==> config.mk <==
export PLATFORM = sky130hd
export DESIGN_NAME = rom_sample_streamer
export DESIGN_NICKNAME = d
export VERILOG_FILES = /design/src/rtl/rom_sample_streamer_pkg.sv /design/src/rtl/sample_addr_counter.sv /design/src/rtl/rom_sample_streamer.sv
export SDC_FILE = /design/constraint.sdc
export NUM_CORES = 1
export LEC_CHECK = 0
export CORE_AREA = 2 2 76 78
export CTS_CLUSTER_DIAMETER = 100
export DETAILED_ROUTE_END_ITERATION = 8
export DIE_AREA = 0 0 78 80
export PLACE_DENSITY = 0.79
export SETUP_SLACK_MARGIN = 0.05
export SKIP_LAST_GASP = 1
export SYNTH_ARGS = -nofsm -noshare
export SYNTH_HDL_FRONTEND = slang
export SYNTH_SLANG_ARGS = --single-unit
==> constraint.sdc <==
create_clock -name clk -period 2.25 [get_ports clk]
set_clock_uncertainty 0.15 [all_clocks]
set_input_delay 0.45 -clock clk [delete_from_list [all_inputs] [get_ports clk]]
set_output_delay 0.45 -clock clk [all_outputs]
set_load 0.03 [all_outputs]
==> src/rtl/rom_sample_streamer_pkg.sv <==
// Shared types and default widths for the ROM sample streamer.
// Holds the playback state enum and a helper that classifies "busy" states.
package rom_sample_streamer_pkg;

  localparam int ADDR_W_DEF = 16;
  localparam int DATA_W_DEF = 24;

  typedef enum logic [2:0] {
    ST_IDLE    = 3'd0,
    ST_FETCH   = 3'd1,
    ST_WAIT    = 3'd2,
    ST_PRESENT = 3'd3,
    ST_DONE    = 3'd4
  } state_t;

  function automatic logic is_busy(input state_t s);
    return (s == ST_FETCH) || (s == ST_WAIT) || (s == ST_PRESENT);
  endfunction

endpackage

==> src/rtl/sample_addr_counter.sv <==
// ROM address register: increments with wrap-to-zero after LAST_ADDR, clear has priority.
module sample_addr_counter #(
  parameter int                ADDR_W    = 16,
  parameter logic [ADDR_W-1:0] LAST_ADDR = '1
) (
  input  logic              clk,
  input  logic              reset,
  input  logic              inc,
  input  logic              clr,
  output logic [ADDR_W-1:0] addr,
  output logic              at_last
);
  logic [ADDR_W-1:0] addr_q, addr_d;

  always_comb begin
    addr_d = addr_q;
    if (clr) begin
      addr_d = '0;
    end else if (inc) begin
      addr_d = (addr_q == LAST_ADDR) ? '0 : addr_q + ADDR_W'(1);
    end
  end

  always_ff @(posedge clk) begin
    if (!reset) begin
      addr_q <= '0;
    end else begin
      addr_q <= addr_d;
    end
  end

  assign addr    = addr_q;
  assign at_last = (addr_q == LAST_ADDR);
endmodule

==> src/rtl/rom_sample_streamer.sv <==
// Streams samples from a 1-cycle registered ROM to an audio codec FIFO.
// One sample per FETCH/WAIT/PRESENT round; supports looping and one-shot playback.
module rom_sample_streamer
  import rom_sample_streamer_pkg::*;
#(
  parameter int                ADDR_W    = ADDR_W_DEF,
  parameter int                DATA_W    = DATA_W_DEF,
  parameter logic [ADDR_W-1:0] LAST_ADDR = ADDR_W'(16'hFFFF)
) (
  input  logic              clk,
  input  logic              reset,
  input  logic              play,
  input  logic              loop,
  input  logic              write_ready,
  input  logic [DATA_W-1:0] rom_q,
  output logic [ADDR_W-1:0] rom_addr,
  output logic              write,
  output logic [DATA_W-1:0] writedata_left,
  output logic [DATA_W-1:0] writedata_right,
  output logic              busy,
  output logic              done,
  output state_t            state_dbg
);
  state_t            state_q, state_d;
  logic [DATA_W-1:0] sample_q, sample_d;
  logic              busy_q, busy_d;
  logic              done_q, done_d;
  logic              addr_inc, addr_clr, at_last;

  sample_addr_counter #(
    .ADDR_W   (ADDR_W),
    .LAST_ADDR(LAST_ADDR)
  ) u_addr (
    .clk    (clk),
    .reset  (reset),
    .inc    (addr_inc),
    .clr    (addr_clr),
    .addr   (rom_addr),
    .at_last(at_last)
  );

  always_comb begin
    state_d  = state_q;
    sample_d = sample_q;
    addr_inc = 1'b0;
    addr_clr = 1'b0;
    case (state_q)
      ST_IDLE:  if (play) state_d = ST_FETCH;
      ST_FETCH: state_d = ST_WAIT;
      ST_WAIT: begin
        sample_d = rom_q;
        state_d  = ST_PRESENT;
      end
      ST_PRESENT: begin
        // Stall here until the codec accepts; play is only looked at on the accept cycle.
        if (write_ready) begin
          if (!at_last || loop) begin
            addr_inc = 1'b1;
            state_d  = play ? ST_FETCH : ST_IDLE;
          end else begin
            state_d = ST_DONE;
          end
        end
      end
      ST_DONE: begin
        if (!play) begin
          addr_clr = 1'b1;
          state_d  = ST_IDLE;
        end
      end
      default: state_d = ST_IDLE;
    endcase
    busy_d = is_busy(state_d);
    done_d = (state_d == ST_DONE);
  end

  always_ff @(posedge clk) begin
    if (!reset) begin
      state_q  <= ST_IDLE;
      sample_q <= '0;
      busy_q   <= 1'b0;
      done_q   <= 1'b0;
    end else begin
      state_q  <= state_d;
      sample_q <= sample_d;
      busy_q   <= busy_d;
      done_q   <= done_d;
    end
  end

  assign write           = (state_q == ST_PRESENT) && write_ready;
  assign writedata_left  = sample_q;
  assign writedata_right = sample_q;
  assign busy            = busy_q;
  assign done            = done_q;
  assign state_dbg       = state_q;
endmodule

==> metrics list, run 1 <==
* Finish-stage setup viols: 0
- In this run the number of H-tree levels came out at 2.
* Buffers and inverters on the worst path: 4
- Synth async-reset ratio: 0%
* Total of hold buffers inserted after clock tree synthesis: 0
- CTS max path bufs: 2
- Root Buffer Master: clkbuf_8
- Number of instances in the synthesized netlist: 251
- Relative to the synthesized area, the layout overhead comes to 49.2%.
- STA classifies the critical path endpoint as an output pin.
* Tightest Hold Check Type: reg -> reg
* Portion of synthesized cell area occupied by the leading cell type: 41.9%
- The max-slew violation count was 0.
- Data arrives at the worst endpoint at 1.55 ns.
- The tool flagged a number of max-cap violations equal to 0.
* Mean cell area of the mapped netlist: 8.57 um^2
- Antenna fix cells: 0
* First-pass GRT wire length: 8860 um
- Post-route setup slack: 0.104 ns
- Routed wire length: 5450 um
- Setup slack of the worst register-to-register path: 0.27 ns
- Area enclosed by the die boundary: 6240 um^2
- Warnings from Yosys: 0
- Number of enable-type register cells in the synthesized netlist: 0
- Maximum vdd ir drop: 232 uV
- DRC errors left: 0
- In this run the vertical extent of the chip is 80 um.
- Prior to clock tree synthesis, the placed netlist has a worst setup slack of -0.00397 ns.
* Number of synthesized register bits: 45
- The pre-antenna-repair detailed-routing pass consisted of 4 iterations.
- Biggest cell delay along the critical path: 0.50 ns
* Core ar.: 5410 um^2
- CTS tree: yes
- At the later pin of the worst-skew pair, clock insertion delay measures 0.29 ns.
* Minimum hold slack: 0.330 ns
- Yosys instantiated no cell more often than nand2_1.
- Detailed routing inserted a total of 2,073 vias.
* Top cells by area in the synthesized netlist: dfxtp_1, nand2_1, a21boi_0
- Highest Clock Rate: 0.466 GHz
- RSZ-0062 raised after global routing: no
- dfxtp_1 takes more of the synthesized area than any other cell.
* Number of global-route vias before repair: 1,799
* Initial Util: 39.8%
* Critical path required time: 1.65 ns
- At the end of the flow, the number of nets in the layout was 366.
- Clock Sinks: 45
- Slowest library cell on the worst path: clkdlybuf4s50_1
- Worst Path Max Fanout: 5
- The critical path goes through clkdlybuf4s50_1 -> nand3_2 -> nand2b_4 -> inv_4 -> buf_4 -> buf_6.
- During I/O placement, the number of pins put on the boundary was 99.
- Kind of critical path: in -> out
* Total nets after synthesis: 281
* Outcome: finished, final reports clean
* Fraction of the yosys area taken by sequential cells: 41.9%
* Number of buffer cells added on primary ports: 98
- Detailed placement ended at an HPWL of 4020 um.
- Commonest cells in the synthesized netlist: nand2_1, dfxtp_1, a21boi_0, buf_4, a21oi_1
- Initial antenna violation count: 0
* Horizontal die dimension: 78 um
- For this design the static power due to leakage is 1.09 nW.
* Drt via density: 5.08
- The detail route stage leaves a number of antenna-violating nets equal to 0.
- Distinct cell type count after synthesis: 34
- Final weighted congestion in routability-driven placement: 0.790
- For this design the ratio of total power to cell area is 569 nW/um^2.
- Global routing finished with a remaining overflow of 0.
- Fraction of layout cells with a size suffix above 1: 10.4%
- Measured slew at the worst slew-check pin: 0.335 ns
- The number of setup buffers added after CTS is 0.
- In this run, the number of DRC markers left after iteration 0 of detailed routing was 55.
* # rows: 27
- Most common flop cell mapped by yosys: dfxtp_1
* Total CTS buffers: 5
* Fin crit share: 95.4%
- After layout, the minimum clock period comes to 2.15 ns.
- Final count of hold timing violations: 0
- Synthesized area: 2150 um^2
- Summing all placed instances gives a cell area of 3100 um^2.
- Broken down by cell family, the worst path's largest delay share belongs to buffers and inverters.
- Counting the fill cells in the layout gives 464.
* Overall fraction of global-route tracks in use: 17.7%
* Pin count of the biggest net entering global routing: 28
* CP Launch Type: primary input
* Design Area, Final: 3210 um^2
* Relative slew slack: 77.6%
- After detailed routing, the average wire length per cell comes to 13.4 um.
- After clock tree synthesis, the clock-pin slew on the worst setup and hold paths is 0.07 ns.
## path summary, 6_finish.rpt
| check | end | from | cells past startpoint |
|---|---|---|---|
| worst max-delay path | write | write_ready | 6 |
| worst min-delay path | writedata_left[3]$_SDFFE_PN0N_ | writedata_left[3]$_SDFFE_PN0N_ | 2 |
| worst max register to register | u_addr.addr[14]$_SDFFE_PP0P_ | u_addr.addr[1]$_SDFFE_PP0P_ | 6 |
| worst min register to register | writedata_left[3]$_SDFFE_PN0N_ | writedata_left[3]$_SDFFE_PN0N_ | 2 |
## per-stage QoR
step / utilization (%) / TNS, ns / instances / power, mW
floorplan: - / 0 / 251 / 1.11
global placement: 57.4 / 0 / 401 / 1.26
detailed placement: 57.4 / -0.00397 / 401 / 1.27
CTS: 59.3 / 0 / 408 / 1.85
global route: 59.4 / 0 / 408 / 1.92
finish: 59.4 / 0 / 408 / 1.83
## layer usage
metal	vias up	GRT usage [%]	routed length, um
met3	2	4.41	429
met5	-	0	0
met4	0	4.21	16
met2	85	30.2	2550
li1	1026	-	-
met1	960	22.6	2460
## cells in the final DEF (no fill, tap or decap), types with 3 or more instances in the layout
cell | Yosys | layout
clkdlybuf4s50_1 | 0 | 97
nand2_1 | 57 | 57
dfxtp_1 | 45 | 45
a21boi_0 | 25 | 25
a21oi_1 | 19 | 19
buf_4 | 24 | 15
o21ai_0 | 9 | 9
o31ai_1 | 9 | 9
or3_1 | 7 | 7
nand4_1 | 6 | 6
or4_1 | 6 | 6
nand3_1 | 5 | 5
clkbuf_8 | 0 | 5
and3_1 | 3 | 3
## report_power, final
group	total, mW	switching [mW]	internal [mW]
combinational	0.387	0.208	0.179
clock	0.582	0.259	0.323
sequential	0.857	0.0286	0.828
total	1.83	0.496	1.33
## area by class of cell
class	instances	area, um^2	share of cell area [%]
Clock inverter	2	35.0	1.09
Timing Repair Buffer	114	1110	34.7
Tap cell	72	90.1	2.81
Inverter	3	13.8	0.429
Sequential cell	45	901	28.1
Multi-Input combinational cell	167	987	30.7
Clock buffer	5	68.8	2.14
## repair_timing
item	4_1_cts	5_1_grt
resized for setup	0	2
endpoints found under the setup margin	0	1
endpoints found under the hold margin	0	0
## cells by family (layout without fill, tap and decap cells)
kind of cell / after synthesis / in the layout / synth area share, %
compound gates: 65 / 65 / 20.1
fa+ha+maj: 1 / 1 / 0.581
buf+inv: 39 / 124 / 12.3
simple gates: 101 / 101 / 25.2
flops: 45 / 45 / 41.9
## state kept, by name (all words and copies together), names as in the netlist
| signal | flops |
|---|---|
| state_dbg | 3 |
| u_addr.addr | 16 |
| busy | 1 |
| done | 1 |
| writedata_left | 24 |
## tightest hold or removal path, cell delays in order, from the launching register on
cell and delay [ns]:
dfxtp_1 0.32, nand2_1 0.05, a21boi_0 0.06
No activity file was read; power rests on OpenSTA's default activity.
==> inputs of run 2 (changes only) <==
==> constraint.sdc (replaced) <==
create_clock -name clk -period 2.2 [get_ports clk]
set_clock_uncertainty 0.15 [all_clocks]
set_input_delay 0.44 -clock clk [delete_from_list [all_inputs] [get_ports clk]]
set_output_delay 0.44 -clock clk [all_outputs]
set_load 0.03 [all_outputs]
==> run 2 against run 1 <==
  * Hold slack better by 0.0014 ns
  * Via count is 0.29% lower
  * Clock power is 12% higher
  * Critical endpoint is now state_dbg[0]
  * Largest cell class unchanged
==> metrics list, run 2 (synthesis gave the netlist of run 1 again) <==
- The flow ran to the end, and the final reports show no timing, DRC or antenna violations.
- The register clock-pin slew on the reported worst setup and hold paths is 0.09 ns (+0.02 ns).
* Met3 demand-to-capacity share in global routing: 4.86% (+0.45 points)
* Total iterations of the first detailed-routing run: 4 (unchanged)
- Worst reg-to-reg path cell count: 6 (unchanged)
- After global routing, the most crowded layer is met2.
* CTS H-tree lvls: 2 (unchanged)
* CP Launch Type: flip-flop
- The critical path data required time is 1.61 ns (-0.04 ns).
* Instance count along the most critical hold path: 2 (unchanged)
* FF-to-FF Start: u_addr.addr[1]$_SDFFE_PP0P_
* Pin count of the biggest net entering global routing: 28 (unchanged)
- The combined buffer and inverter count along the critical path was 1 (-3).
* Cell leakage power: 1.13 nW (+3.0%)
- The final count of negative-setup-slack endpoints was 0 (unchanged).
- Final count of hold timing violations: 0 (unchanged)
- In the finished design, the share of the clock period the worst path needs comes to 94.3%.
- The post-detailed-route count of antenna-violating nets came to 0 (unchanged).
- The met2 demand-to-capacity share in global routing is 29.5% (-0.69 points).
- The total routing resource utilization after global routing is 17.5% (-0.22 points).
- Layout-stage area growth over the synthesis result: 50.6%
- The path length in cells of the critical path is 1 (-5).
- TritonCTS built the clock tree.
* Critical path's top delay family: buffers and inverters
- CTS placed an instance of clkbuf_8 at the clock tree root.
- HPWL Detailed: 4060 um (+0.98%)
* Dpl cells: 402 (+0.25%)
- Worst Path Max Fanout: 7 (+2)
- The die area was 6240 um^2 (unchanged).
- Post-Layout Cell Count: 410 (+0.49%)
- The number of design-rule violations left by the first detailed-router iteration is 67 (+22%).
* Routed wire length: 5460 um (about the same)
* Total of hold buffers inserted after clock tree synthesis: 0 (unchanged)
* Met1 usage: 21.9% (-0.73 points)
- The flip-flop count of the largest register after layout was 24 (unchanged).
- Final weighted congestion in routability-driven placement: 0.804 (+1.7%)
- In the layout the commonest cells are clkdlybuf4s50_1, nand2_1, dfxtp_1.
- DRC errors left: 0 (unchanged)
- The worst setup path is of the reg -> out kind.
- R2R Path End: u_addr.addr[10]$_SDFFE_PP0P_
* RSZ-0062 raised after global routing: no
- The post-layout net count came to 367 (+0.27%).
- The total congestion overflow after global routing came to 0 (unchanged).
* Clock latency of the later-clocked register in the worst-skew pair: 0.29 ns (about the same)
- Measured slew at the worst slew-check pin: 0.335 ns (+0.000277 ns)
- Biggest cell delay along the critical path: 0.72 ns (+0.22 ns)
* Number of global-route vias before repair: 1,940 (+7.8%)
- Areal power density over the cells: 595 nW/um^2 (+4.5%)
* Via count: 2,067 (-0.29%)
- # rows: 27 (unchanged)
* Total CTS buffers: 5 (unchanged)
* Initial antenna violation count: 0 (unchanged)
- The layout cell share with drive strength beyond 1 was 11.2% (+0.83 points).
- First-pass GRT wire length: 8850 um (-0.16%)
* Tightest Hold Check Type: reg -> reg
- Maximum vdd ir drop: 352 uV (+52%)
- Antenna fix cells: 0 (unchanged)
* Number of buffer cells added on primary ports: 98 (unchanged)
- Source of the worst hold timing path: writedata_left[18]$_SDFFE_PN0N_
- The max-slew violation count is 0 (unchanged).
- The chip height is 80 um (unchanged).
- Counting I/O delays and the setup requirement, the final critical path takes 2.08 ns.
* Relative slew slack: 77.6% (about the same)
- Derived from the worst setup path, the maximum achievable clock frequency is 0.482 GHz.
* CTS max path bufs: 2 (unchanged)
* Count of pins on the block boundary: 99 (unchanged)
- The number of buffers added for setup after CTS is 0 (unchanged).
- The worst setup slack for register-to-register paths came to 0.22 ns (-0.05 ns).
- Clock Sinks: 45 (unchanged)
- Total of max-cap violations: 0 (unchanged)
- Leaving out fill and tap cells, the most frequent cell in the layout is clkdlybuf4s50_1.
- The horizontal die dimension came to 78 um (unchanged).
- The mean number of vias per cell came to 5.04 (-0.78%).
- Hold-critical path endpoint: writedata_left[18]$_SDFFE_PN0N_
* Core ar.: 5410 um^2 (unchanged)
- The arrival time of the worst setup path came to 1.49 ns (-0.06 ns).
* Initial Util: 39.8% (unchanged)
* CP Capture Type: output pin
- Cell-by-cell trace of the critical path: clkdlybuf4s50_1
* Post-detailed-route wirelength per cell: 13.3 um (-0.45%)
* Slowest library cell on the worst path: clkdlybuf4s50_1
- The sum of internal, switching and leakage power was 1.93 mW (+5.5%).
run 2: what timing repair did:
action,4_1_cts,5_1_grt
pin swaps,0,0
cloned,0,0
setup endpoints to repair,1,2
gates resized for setup,1,4
run 2: through the flow:
step	TNS, ns	area, um^2	setup WS [ns]	utilization (%)	hold WS (ns)
after floorplan	0	2150	0.118	-	0.435
after global placement	-0.000772	3110	-0.000772	57.5	0.313
after detailed placement	-0.0786	3110	-0.0596	57.5	0.325
after CTS	0	3230	0.0582	59.8	0.338
final	0	3240	0.125	60.0	0.332
after global routing	0	3240	0.0580	60.0	0.364
run 2: final cells by class:
type | count | area (um^2)
Sequential cell | 45 | 902
Inverter | 3 | 13.8
Clock inverter | 2 | 37.5
Clock buffer | 6 | 82.6
Tap cell | 72 | 90.1
Fill cell | 469 | 2160
Timing Repair Buffer | 115 | 1130
Multi-Input combinational cell | 167 | 987
run 2: worst max path at each step:
stage	startpoint	endpoint	slack (ns)
after floorplan	u_addr.addr[0]$_SDFFE_PP0P_	u_addr.addr[15]$_SDFFE_PP0P_	0.12
after global placement	write_ready	u_addr.addr[14]$_SDFFE_PP0P_	-0.0008
after detailed placement	write_ready	u_addr.addr[14]$_SDFFE_PP0P_	-0.06
after CTS	write_ready	write	0.06
after global routing	state_dbg[0]$_SDFF_PN0_	state_dbg[0]	0.06
final	state_dbg[0]$_SDFF_PN0_	state_dbg[0]	0.12
run 2: per-layer routing:
metal | vias to the layer above | wire (um)
met5 | - | 0
met1 | 947 | 2500
li1 | 1031 | -
met2 | 85 | 2520
met4 | 0 | 31
met3 | 4 | 398
run 2: report_power, final:
part | switching (mW) | total (mW) | internal, mW
sequential | 0.0292 | 0.877 | 0.847
combinational | 0.212 | 0.396 | 0.184
clock | 0.284 | 0.654 | 0.369
total | 0.526 | 1.93 | 1.40
==> inputs of run 3 (changes only) <==
--- a/config.mk
+++ b/config.mk
@@ -11,7 +11,6 @@
 export DIE_AREA = 0 0 78 80
 export PLACE_DENSITY = 0.79
 export SETUP_SLACK_MARGIN = 0.05
-export SKIP_LAST_GASP = 1
 export SYNTH_ARGS = -nofsm -noshare
 export SYNTH_HDL_FRONTEND = slang
 export SYNTH_SLANG_ARGS = --single-unit
==> results of run 3 <==
Final layout, timing and power as in run 2 (identical DEF).
